==> config.mk <==
export PLATFORM = sky130hd
export DESIGN_NAME = majority_voter_tmr
export DESIGN_NICKNAME = d
export VERILOG_FILES = /design/src/rtl/majority_voter_tmr.sv
export SDC_FILE = /design/constraint.sdc
export NUM_CORES = 1
export LEC_CHECK = 0
export BUFFER_PORTS_ARGS = -buffer_cell sky130_fd_sc_hd__buf_2
export CORE_UTILIZATION = 23
export DETAILED_ROUTE_END_ITERATION = 12
export GPL_TIMING_DRIVEN = 0
export PLACE_DENSITY = 0.42
export SYNTH_ARGS = -nofsm -noshare
export SYNTH_HDL_FRONTEND = slang
export SYNTH_SLANG_ARGS = --single-unit
==> constraint.sdc <==
create_clock -name clk -period 3.75 [get_ports clk]
set_input_delay 0.375 -clock clk [delete_from_list [all_inputs] [get_ports clk]]
set_output_delay 0.375 -clock clk [all_outputs]
set_load 0.01 [all_outputs]
==> src/rtl/majority_voter_tmr.sv <==
// Purpose: registered N-way bitwise majority voter with per-channel fault tracking and exclusion.
// Latency: 1 cycle from in_valid/in_data to out_valid/out_data/mismatch/tie; fault flags set on the same edge.
// Backpressure: none; every in_valid word is accepted and voted, downstream must take each out_valid pulse.
//
// Ports:
//   clk, rst            rising-edge clock, synchronous active-high reset
//   in_valid, in_data   word to vote; channel i at in_data[i*W +: W]
//   clr_fault           pulse: clears fault flags and mismatch counters at the next edge
//   out_valid, out_data voted word (single-cycle valid pulse)
//   mismatch, tie       per-channel disagreement and any-bit-tie for the last valid word
//   fault, all_fault    sticky per-channel fault flags, and "every channel faulted"
// Optional: define MAJORITY_VOTER_STATS_EN to add vote_count / disagree_count outputs.
module majority_voter_tmr #(
    parameter int N            = 3,
    parameter int W            = 8,
    parameter int FAULT_THRESH = 4,
    parameter int CNT_W        = 4
) (
    input  logic             clk,
    input  logic             rst,
    input  logic             in_valid,
    input  logic [N*W-1:0]   in_data,
    input  logic             clr_fault,
    output logic             out_valid,
    output logic [W-1:0]     out_data,
    output logic [N-1:0]     mismatch,
    output logic             tie,
    output logic [N-1:0]     fault,
    output logic             all_fault
`ifdef MAJORITY_VOTER_STATS_EN
    ,
    output logic [31:0]      vote_count,
    output logic [31:0]      disagree_count
`endif
);

    // Wide enough to hold a count of 0..N channels.
    localparam int CW = $clog2(N + 1) + 1;
    localparam logic [CNT_W-1:0] CNT_MAX = '1;
    localparam logic [CNT_W:0]   THRESH  = (CNT_W + 1)'(FAULT_THRESH);

    if ((N % 2 == 0) || (N < 3)) begin : g_bad_n
        $error("majority_voter_tmr: N must be odd and >= 3 (N=%0d)", N);
    end
    if ((FAULT_THRESH < 1) || (FAULT_THRESH > (2 ** CNT_W) - 1)) begin : g_bad_thresh
        $error("majority_voter_tmr: FAULT_THRESH out of range for CNT_W");
    end

    logic [W-1:0]     out_data_q;
    logic             out_valid_q;
    logic [N-1:0]     mismatch_q;
    logic             tie_q;
    logic [N-1:0]     fault_q;
    logic [CNT_W-1:0] cnt_q [N];

    logic [N-1:0]     active;
    logic [CW-1:0]    act_cnt;
    logic [CW-1:0]    ones;
    logic [W-1:0]     vote;
    logic             tie_c;
    logic [N-1:0]     mm_c;

    assign active = ~fault_q;

    always_comb begin
        act_cnt = '0;
        for (int i = 0; i < N; i++) begin
            act_cnt = act_cnt + CW'(active[i]);
        end
    end

    // Per-bit vote over active channels: compare 2*ones against the active
    // count so the even-A tie case falls out without a division.
    always_comb begin
        vote  = out_data_q;
        tie_c = 1'b0;
        ones  = '0;
        for (int b = 0; b < W; b++) begin
            ones = '0;
            for (int i = 0; i < N; i++) begin
                ones = ones + CW'(active[i] & in_data[i*W + b]);
            end
            if ({ones, 1'b0} > {1'b0, act_cnt}) begin
                vote[b] = 1'b1;
            end else if ({ones, 1'b0} < {1'b0, act_cnt}) begin
                vote[b] = 1'b0;
            end else begin
                // Tie: hold the previous bit. With no active channel at all
                // (all faulted) every bit "ties" trivially; that is not reported.
                vote[b] = out_data_q[b];
                if (act_cnt != '0) begin
                    tie_c = 1'b1;
                end
            end
        end
    end

    always_comb begin
        mm_c = '0;
        for (int i = 0; i < N; i++) begin
            mm_c[i] = active[i] & (in_data[i*W +: W] != vote);
        end
    end

    always_ff @(posedge clk) begin
        if (rst) begin
            out_valid_q <= 1'b0;
            out_data_q  <= '0;
            mismatch_q  <= '0;
            tie_q       <= 1'b0;
            fault_q     <= '0;
            for (int i = 0; i < N; i++) begin
                cnt_q[i] <= '0;
            end
        end else begin
            out_valid_q <= in_valid;
            if (in_valid) begin
                out_data_q <= vote;
                mismatch_q <= mm_c;
                tie_q      <= tie_c;
            end
            // Clear wins over any fault declared by the same word, and that
            // word's counts are dropped.
            if (clr_fault) begin
                fault_q <= '0;
                for (int i = 0; i < N; i++) begin
                    cnt_q[i] <= '0;
                end
            end else if (in_valid) begin
                for (int i = 0; i < N; i++) begin
                    if (mm_c[i]) begin
                        if (cnt_q[i] != CNT_MAX) begin
                            cnt_q[i] <= cnt_q[i] + 1'b1;
                        end
                        if (({1'b0, cnt_q[i]} + 1'b1) >= THRESH) begin
                            fault_q[i] <= 1'b1;
                        end
                    end else if (active[i]) begin
                        cnt_q[i] <= '0;
                    end
                end
            end
        end
    end

    assign out_valid = out_valid_q;
    assign out_data  = out_data_q;
    assign mismatch  = mismatch_q;
    assign tie       = tie_q;
    assign fault     = fault_q;
    assign all_fault = &fault_q;

`ifdef MAJORITY_VOTER_STATS_EN
    logic [31:0] vote_cnt_q;
    logic [31:0] dis_cnt_q;

    always_ff @(posedge clk) begin
        if (rst) begin
            vote_cnt_q <= '0;
            dis_cnt_q  <= '0;
        end else if (in_valid) begin
            vote_cnt_q <= vote_cnt_q + 32'd1;
            if ((|mm_c) && (dis_cnt_q != 32'hFFFF_FFFF)) begin
                dis_cnt_q <= dis_cnt_q + 32'd1;
            end
        end
    end

    assign vote_count     = vote_cnt_q;
    assign disagree_count = dis_cnt_q;
`endif

endmodule
==> flow_summary.toml <==
[status]
status = "finished, violations left"
violations = "DRC"

[min_path]
hold_path_class = "primary input to register"
hold_path_startpoint = "rst"
hold_depth = 2
min_to = "out_data[2]"

[global_route]
grt_start_max_net_pins = 17
grt.overflow.total = 0
antenna_found_initial = 0
gr-usage-all-layers = 0.1446
grt_pass1_vias = 2695
grt_pass1_wl_mm = 14.26

[sta]
hold_viol = 0
period_share = 0.9429
fin_crit_ns = 3.536
slew_headroom = 0.5371
setup_viol = 0
fin_setup_tns_ns = 0
fin_worst_skew_ns = 0.005409
rsz0062_at_grt = "false"
final_max_slew_viol_count = 0
worst_slew_pin_slew_ns = 0.6943
timing.fmax_mhz = 282.8

[setup_path]
cp.required_ns = 3.79
r2r_cells = 15
startpoint_type = "register"
critical_path.cell_chain = "clkbuf_4 > inv_1 > fa_2 > clkinvlp_4 > buf_12 > ha_1 > nand2b_1 > clkbuf_2 > a2111oi_0 > nor4_1 > nand4_1 > buf_4 > nor3_2 > a31oi_4 > and2b_1"
reg2reg_to = "cnt_q[1][0]"
cp_slowest_cell = "fa_2"
crit_fanout = 10
worstSetupPathType = "register to register"
critPathArrivalTime_ns = 3.57
r2r_slack_ns = 0.21
end_kind = "register"
regToRegStartpoint = "fault[2]"
slowest_delay_ns = 0.39

[floorplan]
boundaryPins = 45
fp.dieArea_um2 = 12610
coreArea_um2 = 11610
num_rows = 39
start_util = 0.2409
fp.dieW_um = 112.3
die_y_um = 112.3

[finish]
area_growth_pct = 26.74
fin_nets = 434
antenna_cells = 0
fill_cells = 1245
final_layout_size_suffix_gt1_frac = 0.2644
final_common_cell = "nor2_1"
register_area_um2 = 643.1
multi_input_comb_area_um2 = 2086
fin_util = 0.3053
layout.cells.most_common_list = "50 x nor2_1, 43 x buf_2, 36 x inv_1"

[pwr]
swShare = 0.3424
p_comb_frac = 0.360
internal_power_uw = 723.4
seq_power_share = 0.333
p_clk_frac = 0.308
power_density_nw_per_um2 = 310.3
p_sw_uw = 376.7
ir_drop_uv = 186.7
p_leak_uw = 0.001491

[placed_design]
dpl.hpwl_mm = 6.660
gp_congestion = 0.8413
port_buffers = 43

[logic_synthesis]
ys_types = 52
seq_area_frac_synth = 0.2290
synthMuxAreaShare = 0.01476
synth_nets = 380
synth_top_flop_cell = "dfxtp_1"
synth_seq_cells = 28
synthAdderAreaFrac = 0.1270
async_reset_ff_frac = 0
synth_edf_count = 8
synth_top_cell_by_area = "dfxtp_1"
synth_compound_area_frac = 0.2411
netlist.area_leader.share = 0.1431
synth-simple-area-share = 0.2952
synth_warnings = 0
synthTopCellsByArea = "dfxtp_1 14%, edfxtp_1 8.6%, a2111oi_0 7.5%"
synth_area_per_cell_um2 = 8.504
synthesis.area_um2 = 2798
synthXorXnorAreaFrac = 0.009392
netlist_instances = 329
synth_top_family_by_area = "simple AND/OR/NAND/NOR gates"

[clock_tree]
root_buffer = "clkbuf_16"
cts_buffer_depth = 2
cts_tree = "built"
clock-sinks = 28
htreeDepth = 1
clkTransAtPathRegs_ns = 0.08
cts_inserted_buffers = 3
insertion_delay_ns = 0.27

[drt]
drc = 3
via_per_inst = 5.156
wl_mm = 9.077
dr_total_vias = 2707
drt_pass1_iterations = 8
drt_iter0_markers = 163
antenna_left = 0
wire_per_inst_um = 17.29

[job]
max_cap_violations = 0
-- worst max path at each step --
stage                        start           to  slack, ns  cells after the start
after floorplan           fault[1]  cnt_q[0][2]       0.29                     13
after global placement    fault[1]  cnt_q[0][2]      -0.82                     13
after detailed placement  fault[1]  cnt_q[0][2]      -0.83                     13
after CTS                 fault[2]  cnt_q[0][2]       0.02                     13
after global routing      fault[2]  cnt_q[1][0]       0.05                     15
final                     fault[2]  cnt_q[1][0]       0.21                     15
-- Yosys cell counts, drive strengths merged (4+ instances only) --
| master | n |
|---|---|
| nor2 | 50 |
| inv | 37 |
| a211oi | 26 |
| a2111oi | 24 |
| dfxtp | 20 |
| a21oi | 16 |
| ha | 14 |
| nand2b | 14 |
| nor4 | 12 |
| clkbuf | 11 |
| fa | 9 |
| and3b | 8 |
| edfxtp | 8 |
| nand2 | 8 |
| nand3 | 8 |
| nor4b | 8 |
| o21a | 6 |
| a311oi | 5 |
| buf | 4 |
| o22ai | 4 |
-- worst max-delay path, delay by kind of cell, from the launching register on --
| kind | cells | cell delay (ns) |
|---|---|---|
| flops | 1 | 0.33 |
| simple gates | 5 | 1.10 |
| compound gates | 2 | 0.18 |
| buf+inv | 6 | 1.01 |
| fa+ha+maj | 2 | 0.67 |
-- kinds of logic after synthesis --
logic type                 Yosys count
buffers and inverters               52
DFF                                 28
AOI/OAI and AO/OA                   89
muxes                                4
adders and majority gates           23
xor gates and xnor gates             3
and+or+nand+nor                    130
-- metal layers --
layer / wire (um) / up-vias / GRT usage
li1: - / 1342 / -
met1: 4281 / 1310 / 0.1905
met2: 4325 / 46 / 0.2464
met3: 370 / 9 / 0.02430
met4: 99 / 0 / 0.03467
met5: 0 / - / 0
-- power by group through the flow --
stage	sequential, uW	combinational, uW	clock, uW
after floorplan	372	248	0
after global placement	371	356	0
after detailed placement	372	357	0
after CTS	365	375	351
after global routing	370	437	359
final	366	396	339
-- area by class of cell --
cell class                      count  area share
Buffer                             14     0.03105
Clock buffer                        3     0.02117
Clock inverter                      1    0.008469
Inverter                           37     0.04023
Multi-Input combinational cell    249      0.5882
Sequential cell                    28      0.1814
Tap cell                          143     0.05046
Timing Repair Buffer               50     0.07904
-- stage by stage --
step / setup WS [ns] / hold WS (ns) / power [uW] / cells / area, um2
after floorplan: 0.2933 / 0.4466 / 619.6 / 329 / 2798
final: 0.2143 / 0.4055 / 1100 / 525 / 3546
after global placement: -0.8208 / 0.4601 / 727.6 / 515 / 3192
after CTS: 0.01661 / 0.4150 / 1091 / 522 / 3402
after detailed placement: -0.8273 / 0.4596 / 728.1 / 515 / 3192
after global routing: 0.05390 / 0.4115 / 1166 / 525 / 3546
-- repair_timing --
action                                  in CTS  in global routing
endpoints found under the hold margin        0                  0
pin swaps                                    7                  7
gates resized for setup                     25                 25
endpoints found under the setup margin      26                 16
hold buffers                                 0                  0
setup buffers                                4                  3
-- state kept, by name (all words and copies together), names as in the netlist --
signal     cells
out_data       8
fault          3
tie            1
out_valid      1
cnt_q         12
mismatch       3
No activity file was read; power rests on OpenSTA's default activity.
